## src/rtl/num_entry_if.sv

```systemverilog
// Keypad entry handshake bundle: key input channel and result output channel.
// The slave modport is the num_entry side; master is the keypad/consumer side.
interface num_entry_if #(
    parameter int unsigned W = 8
);
    logic         key_valid;
    logic [3:0]   key_code;
    logic         key_ready;
    logic         val_valid;
    logic         val_ready;
    logic [W-1:0] value;
    logic [3:0]   tens;
    logic [3:0]   ones;
    logic         neg;
    logic         err;

    modport master (
        output key_valid, key_code, val_ready,
        input  key_ready, val_valid, value, tens, ones, neg, err
    );

    modport slave (
        input  key_valid, key_code, val_ready,
        output key_ready, val_valid, value, tens, ones, neg, err
    );
endinterface

```

## src/rtl/num_entry.sv

```systemverilog
// Keypad digit-entry assembler: collects BCD digits and a sign, emits a two's-complement value.
// Optional backspace support is enabled by defining NUM_ENTRY_BKSP_EN.
module num_entry #(
    parameter int unsigned W          = 8,
    parameter int unsigned MAX_DIGITS = 2
) (
    input logic        clk,
    input logic        rst_n,
    num_entry_if.slave bus
);
    localparam int unsigned     CntW    = $clog2(MAX_DIGITS + 1);
    localparam logic [CntW-1:0] CntMax  = CntW'(MAX_DIGITS);
    localparam logic [CntW-1:0] CntOne  = CntW'(1);
    localparam int unsigned     TensIdx = (MAX_DIGITS > 1) ? 1 : 0;

    localparam logic [3:0] KeyMinus = 4'hA;
    localparam logic [3:0] KeyClear = 4'hB;
    localparam logic [3:0] KeyEnter = 4'hC;
`ifdef NUM_ENTRY_BKSP_EN
    localparam logic [3:0] KeyBksp  = 4'hD;
`endif

    typedef enum logic [1:0] {StEmpty, StEntry, StFull, StDone} state_e;

    state_e          state_q;
    logic [3:0]      digits_q [MAX_DIGITS];
    logic [CntW-1:0] cnt_q;
    logic            sign_q;
    logic            key_ready_q;
    logic            val_valid_q;
    logic [W-1:0]    value_q;
    logic [3:0]      tens_q;
    logic [3:0]      ones_q;
    logic            neg_q;
    logic            err_q;

    logic [W-1:0]    mag_d;
    logic [W-1:0]    value_d;
    logic            neg_d;
    logic [3:0]      tens_d;
    logic            key_digit;

    assign key_digit = (bus.key_code <= 4'd9);

    // Binary magnitude by Horner's rule over the BCD digits, x10 as shift-and-add.
    always_comb begin
        mag_d = '0;
        for (int i = int'(MAX_DIGITS) - 1; i >= 0; i--) begin
            mag_d = (mag_d << 3) + (mag_d << 1) + W'(digits_q[i]);
        end
        value_d = sign_q ? -mag_d : mag_d;
        neg_d   = sign_q && (mag_d != '0);
        tens_d  = (MAX_DIGITS > 1) ? digits_q[TensIdx] : 4'd0;
    end

    // The reset port is active-high despite its name.
    always_ff @(posedge clk) begin
        if (rst_n) begin
            state_q     <= StEmpty;
            for (int i = 0; i < int'(MAX_DIGITS); i++) digits_q[i] <= '0;
            cnt_q       <= '0;
            sign_q      <= 1'b0;
            key_ready_q <= 1'b1;
            val_valid_q <= 1'b0;
            value_q     <= '0;
            tens_q      <= '0;
            ones_q      <= '0;
            neg_q       <= 1'b0;
            err_q       <= 1'b0;
        end else begin
            err_q <= 1'b0;
            if (state_q == StDone) begin
                if (bus.val_ready) begin
                    state_q     <= StEmpty;
                    key_ready_q <= 1'b1;
                    val_valid_q <= 1'b0;
                    for (int i = 0; i < int'(MAX_DIGITS); i++) digits_q[i] <= '0;
                    cnt_q       <= '0;
                    sign_q      <= 1'b0;
                end
            end else if (bus.key_valid && key_ready_q) begin
                if (key_digit) begin
                    if (state_q == StFull) begin
                        err_q <= 1'b1;
                    end else begin
                        for (int i = int'(MAX_DIGITS) - 1; i > 0; i--) begin
                            digits_q[i] <= digits_q[i-1];
                        end
                        digits_q[0] <= bus.key_code;
                        cnt_q       <= cnt_q + CntOne;
                        state_q     <= (cnt_q + CntOne == CntMax) ? StFull : StEntry;
                    end
                end else begin
                    case (bus.key_code)
                        KeyMinus: sign_q <= ~sign_q;
                        KeyClear: begin
                            state_q <= StEmpty;
                            for (int i = 0; i < int'(MAX_DIGITS); i++) digits_q[i] <= '0;
                            cnt_q   <= '0;
                            sign_q  <= 1'b0;
                        end
                        KeyEnter: begin
                            state_q     <= StDone;
                            key_ready_q <= 1'b0;
                            val_valid_q <= 1'b1;
                            value_q     <= value_d;
                            tens_q      <= tens_d;
                            ones_q      <= digits_q[0];
                            neg_q       <= neg_d;
                        end
`ifdef NUM_ENTRY_BKSP_EN
                        KeyBksp: begin
                            if (state_q == StEmpty) begin
                                err_q <= 1'b1;
                            end else begin
                                for (int i = 0; i < int'(MAX_DIGITS) - 1; i++) begin
                                    digits_q[i] <= digits_q[i+1];
                                end
                                digits_q[MAX_DIGITS-1] <= '0;
                                cnt_q   <= cnt_q - CntOne;
                                state_q <= (cnt_q == CntOne) ? StEmpty : StEntry;
                            end
                        end
`endif
                        default: err_q <= 1'b1;
                    endcase
                end
            end
        end
    end

    assign bus.key_ready = key_ready_q;
    assign bus.val_valid = val_valid_q;
    assign bus.value     = value_q;
    assign bus.tens      = tens_q;
    assign bus.ones      = ones_q;
    assign bus.neg       = neg_q;
    assign bus.err       = err_q;

endmodule

```

## src/flat_wrapper.sv

```systemverilog
// flat-port wrapper written by rule: the top's interface ports become plain ports
module num_entry_flat 
#(
    parameter int unsigned W          = 8,
    parameter int unsigned MAX_DIGITS = 2
)
  (clk, rst_n, bus_key_valid, bus_key_code, bus_val_ready, bus_key_ready, bus_val_valid, bus_value, bus_tens, bus_ones, bus_neg, bus_err);
  num_entry_if #(.W(W)) bus_i ();
  input logic clk;
  input logic rst_n;
  input wire logic [$bits(bus_i.key_valid)-1:0] bus_key_valid;
  input wire logic [$bits(bus_i.key_code)-1:0] bus_key_code;
  input wire logic [$bits(bus_i.val_ready)-1:0] bus_val_ready;
  output wire logic [$bits(bus_i.key_ready)-1:0] bus_key_ready;
  output wire logic [$bits(bus_i.val_valid)-1:0] bus_val_valid;
  output wire logic [$bits(bus_i.value)-1:0] bus_value;
  output wire logic [$bits(bus_i.tens)-1:0] bus_tens;
  output wire logic [$bits(bus_i.ones)-1:0] bus_ones;
  output wire logic [$bits(bus_i.neg)-1:0] bus_neg;
  output wire logic [$bits(bus_i.err)-1:0] bus_err;
  assign bus_i.key_valid = bus_key_valid;
  assign bus_i.key_code = bus_key_code;
  assign bus_i.val_ready = bus_val_ready;
  assign bus_key_ready = bus_i.key_ready;
  assign bus_val_valid = bus_i.val_valid;
  assign bus_value = bus_i.value;
  assign bus_tens = bus_i.tens;
  assign bus_ones = bus_i.ones;
  assign bus_neg = bus_i.neg;
  assign bus_err = bus_i.err;
  num_entry #(.W(W), .MAX_DIGITS(MAX_DIGITS)) u_core (.clk(clk), .rst_n(rst_n), .bus(bus_i));
endmodule
```

## config.mk

```make
export PLATFORM = sky130hd
export DESIGN_NAME = num_entry_flat
export DESIGN_NICKNAME = d
export VERILOG_FILES = /design/src/rtl/num_entry_if.sv /design/src/rtl/num_entry.sv /design/src/flat_wrapper.sv
export SDC_FILE = /design/constraint.sdc
export NUM_CORES = 1
export LEC_CHECK = 0
export BUFFER_PORTS_ARGS = -buffer_cell sky130_fd_sc_hd__buf_2
export CELL_PAD_IN_SITES_DETAIL_PLACEMENT = 1
export CELL_PAD_IN_SITES_GLOBAL_PLACEMENT = 2
export CORE_MARGIN = 2
export CORE_UTILIZATION = 37
export CTS_CLUSTER_DIAMETER = 120
export DETAILED_ROUTE_END_ITERATION = 12
export MAX_ROUTING_LAYER = met4
export PLACE_DENSITY = 0.95
export SLEW_MARGIN = 20
export SYNTH_ARGS = -nofsm -noshare
export SYNTH_HDL_FRONTEND = slang
export SYNTH_SLANG_ARGS = --single-unit
```

## constraint.sdc

```tcl
create_clock -name clk -period 6.6 [get_ports clk]
set_clock_uncertainty 0.05 [all_clocks]
set_input_delay 1.32 -clock clk [delete_from_list [all_inputs] [get_ports clk]]
set_output_delay 1.32 -clock clk [all_outputs]
set_load 0.01 [all_outputs]
```

Word-level counts from Yosys, hierarchy flattened
Memory sizes are Yosys's and may differ from the RTL's.
Cells that the tools add are included.
- $add $sub $neg: 4
- multiply operators: 0
- div/mod/pow operators: 0
- $lt $le $gt $ge: 1
- equality and inequality tests: 9
- shift operators: 0
- mux-type cells: 54
- bitwise operators: 10
- reduce and logical (&&, ||, !) cells: 15
- operators with widths (kind ; number):
    1-bit 2-to-1 mux ; 34
    4-bit 2-to-1 mux ; 6
    2-bit 2-to-1 mux ; 11
    4-bit AND reduction ; 5
    4-bit equality test, second input constant ; 3
    7-bit by 5-bit adder with 8-bit output ; 1
    8-bit by 4-bit adder with 8-bit output ; 1
    8-bit 2-to-1 mux ; 1
    8-bit negator ; 1
    8-bit nonzero test ; 1
    2-bit equality test, second input constant ; 3
    1-bit bitwise OR ; 6
    3-bit nonzero test ; 2
    3-bit OR reduction ; 2
    4-bit less-or-equal comparator, second input constant ; 1
    2-bit inequality test, second input constant ; 2
    1-bit NOT ; 4
    2-bit case mux with 2 select lines ; 1
    2-bit nonzero test ; 2
    4-bit nonzero test ; 1
    3-bit inequality test, second input constant ; 1
    2-bit by 1-bit adder with 2-bit output, second input constant ; 1
    1-bit logical AND ; 2
    1-bit case mux with 2 select lines ; 1
- bits in registers: 25
- latch bits: 0
- memory bits (writable): 8
- bits in read-only memories: 0
- output and inout bits: 20
- logic and storage cells: 104
- memories: 1
- memory list (memory ; depth ; width ; rd ports ; clocked after Yosys merged registers in ; wr ports ; line ; text):
    u_core.digits_q ; 2 ; 4 ; 2 ; 0 ; 2 ; num_entry.sv:26 ; logic [3:0] digits_q [MAX_DIGITS];

Longest topological paths before layout
- depth in word-level cells: 9
- gate-level depth with buffers: 9
- gate-level depth less buffers: 9

Worst setup path after synthesis
No wires, ideal clock.
- path kind: in2reg
- from: input bus_key_code[3]
- to: memory u_core.digits_q[0][0], enable pin
- library setup time: 0.384 ns
- arrival time: 2.336 ns
- required time: 6.166 ns
- path slack: 3.830 ns
- cell stages on the path: 3
- path buffers: 0
- cells stage by stage: a21boi_2 > nand4bb_1 > o21ai_0
- RTL lines (item ; line ; text):
    start: declaration ; flat_wrapper.sv:12 ; input wire logic [$bits(bus_i.key_code)-1:0] bus_key_code;
    end: declaration ; num_entry.sv:26 ;

==> impl_metrics.toml <==
[outcome]
run_status = "completed"

[cells_and_area]
multiInputGateArea_um2 = 980
layout_area_growth_over_synthesis_pct = 14.0
finalCoreUtilization_pct = 43.4
area.sequential_um2 = 721
most-common-layout-cells = "sky130_fd_sc_hd__nand2_1, sky130_fd_sc_hd__buf_2, sky130_fd_sc_hd__dfxtp_1"
design.final.nets = 243
antenna_cells = 0
fill_cells = 559
final_layout_size_suffix_gt1_share_pct = 18.7
final-instance-count-excl-fill = 279
mostFrequentLayoutCell = "sky130_fd_sc_hd__nand2_1"

[synthesis]
synth_area_leaders = "sky130_fd_sc_hd__dfxtp_1, sky130_fd_sc_hd__edfxtp_1, sky130_fd_sc_hd__ha_1"
yosys_register_bits = 32
synth_cell_type_count = 48
syn-mean-instance-area_um2 = 8.97
postSynthCellCount = 199
post_synth_mux_area_share_pct = 2.31
synth_compound_gate_area_share_pct = 17.4
synth_async_sr_flop_share_pct = 0
synth-adder-area-share_pct = 8.55
synth_simple_gate_area_share_pct = 23.2
post_synthesis_sequential_area_ratio_pct = 40.4
yosys.area_share.xor_xnor_pct = 3.43
synth-main-ff-cell = "sky130_fd_sc_hd__dfxtp_1"
synth_top_area_share_pct = 26.9
mappedNetlistArea_um2 = 1790
synth.largest_area_cell = "sky130_fd_sc_hd__dfxtp_1"
synth_enable_flop_cells = 8
synth_warnings = 0
dominant_combinational_cell_family_by_area_after_synthesis = "simple AND/OR/NAND/NOR gates"
mappedNetlistNets = 218

[critical_path]
criticalPathCategory = "input pin to flip-flop"
worstSetupEndpointType = "flip-flop"
critPathRequiredTime_ns = 6.47
critical_path.startpoint_type = "input pin"
crit_arrival_ns = 2.77
path_max_fanout = 9

[placed_design]
placed_cells = 271
dp_hpwl_um = 3080
quantity_of_i_o_buffers_inserted_on_ports = 27
gp_congestion = 0.810

[cts]
cts.sinks = 32
clk_root_buffer_cell = "sky130_fd_sc_hd__clkbuf_8"
clock_path_buffers = 2
post_cts_resize_count = 0
htreeDepth = 2
cts.hold.buffers_added = 0
tritoncts.num_buffers = 5
insertion_delay_ns = 0.28
clk_transition_reported_paths_ns = 0.07
buffers_inserted_during_post_cts_setup_optimization = 0
tritoncts = "yes"

[route]
met2WireLength_um = 2170
drc_errors = 0
detail_route.first_pass.iterations = 4
wl_met1_um = 1830
antenna_nets_post_route = 0
drt-total-wl_um = 4160
drt-vias-per-instance = 5.30
initialDrtViolationCount = 51
route.top_layer_used = "met4"
dr_wl_met3_um = 113
wl_per_cell_um = 14.9
num_vias = 1479

[die]
io-pin-count = 28
fp.coreArea_um2 = 4690
dieArea_um2 = 5400
effective_utilization_at_floorplan_pct = 38.1
row_count = 25
floorplan.die.height_um = 73.5
die_x_um = 73.5

[timing]
report.final.setup_viol = 0
least_margin_pin_slew_ns = 0.829
timing_max_transition_violations_final = 0
finalHoldViolations = 0
achievable-frequency_mhz = 345
timing.max_slew.rel_slack_pct = 44.7
unrepaired_setup_endpoints_after_global_routing = "false"
finalCriticalPeriod_ns = 2.90
setup-tns-final_ns = 0
final.period_utilization_pct = 43.9
timing.hold.ws_ns = 0.399

[pwr]
p_leak_nw = 0.843
power-per-cell-area_nw_per_um2 = 221
irDropWorstVdd_mv = 0.0876
totalPowerFinal_uw = 450

[grt]
grt_antenna_before_repair = 0
first_global_vias = 1473
grt_max_degree = 29
overall_global_routing_usage_pct = 17.3
global_route.overflow_total = 0
grt_first_pass_wirelength_um = 6960

[hold_path]
path_class_of_the_lowest_slack_min_delay_path = "flip-flop to flip-flop"

[flow_run]
max_cap_viol_count = 0
==> path summary, 6_finish.rpt <==
| check | endpoint | slack (ns) | from | cells after the start |
|---|---|---|---|---|
| max | u_core.digits_q[0][6]$_SDFFCE_PP0P_ | 3.70 | bus_key_code[1] | 5 |
| min | u_core.bus.value[3]$_SDFFE_PP0P_ | 0.40 | u_core.bus.value[3]$_SDFFE_PP0P_ | 2 |
| max reg2reg | u_core.bus.neg$_SDFFE_PP0P_ | 3.79 | u_core.digits_q[0][4]$_SDFFCE_PP0P_ | 8 |
| min reg2reg | u_core.bus.value[3]$_SDFFE_PP0P_ | 0.40 | u_core.bus.value[3]$_SDFFE_PP0P_ | 2 |
==> cell usage after synthesis (4+ instances only) <==
cell / count
sky130_fd_sc_hd__nor2b_1: 4
sky130_fd_sc_hd__nand2b_1: 5
sky130_fd_sc_hd__xor2_1: 4
sky130_fd_sc_hd__edfxtp_1: 8
sky130_fd_sc_hd__o21ai_0: 7
sky130_fd_sc_hd__inv_1: 12
sky130_fd_sc_hd__dfxtp_1: 24
sky130_fd_sc_hd__ha_1: 9
sky130_fd_sc_hd__nor3_1: 4
sky130_fd_sc_hd__a211oi_1: 5
sky130_fd_sc_hd__clkbuf_1: 6
sky130_fd_sc_hd__a21oi_1: 13
sky130_fd_sc_hd__nor2_1: 13
sky130_fd_sc_hd__nand2_1: 29
sky130_fd_sc_hd__and2_1: 9
==> logic make-up (layout without fill, tap and decap cells) <==
kind of cell    count (synthesis)  after routing
fa+ha+maj                      11             11
mux                             4              4
xor+xnor                        7              7
flops                          32             32
buf+inv                        21             47
simple gates                   79             79
compound gates                 45             45
==> flip-flops by register name, indices dropped and copies added (netlist names) <==
name,flops
u_core.digits_q,8
u_core.bus.value,7
u_core.bus.ones,4
u_core.bus.tens,4
u_core.cnt_q,2
u_core.state_q,2
u_core.bus.err,1
u_core.bus.key_ready,1
u_core.bus.neg,1
u_core.bus.val_valid,1
u_core.sign_q,1
==> power by group <==
part	switching (mW)	internal (mW)
sequential	0.00782	0.209
combinational	0.0486	0.0342
clock	0.0763	0.0734
total	0.133	0.317
==> layer usage <==
metal / vias to the layer above / GRT usage [%]
met5: - / -
met4: 0 / 4.24
met3: 6 / 4.12
met2: 20 / 29.4
met1: 710 / 20.5
li1: 743 / -
==> through the flow <==
| stage | cell area, µm² | worst slack (ns) |
|---|---|---|
| 2_1_floorplan | 1790 | 3.83 |
| 3_3_place_gp | 1950 | 3.47 |
| 3_5_place_dp | 1950 | 3.35 |
| 4_1_cts | 2040 | 3.66 |
| 5_1_grt | 2040 | 3.52 |
| 6_report | 2040 | 3.70 |
==> critical path, stage by stage <==
cell and delay (ns):
sky130_fd_sc_hd__buf_2 0.14, sky130_fd_sc_hd__o21ai_2 0.27, sky130_fd_sc_hd__nor4b_2 0.55, sky130_fd_sc_hd__nor2b_1 0.10, sky130_fd_sc_hd__o21ai_1 0.39
==> layout make-up <==
class,instances,share of cell area (%)
clock inverters,3,0.922
well taps,54,3.32
repair buffers,27,6.64
flip-flops and latches,32,35.4
inverters,12,2.21
clock buffers,5,3.38
multi-input cells,146,48.1
No activity file was read; power rests on OpenSTA's default activity.
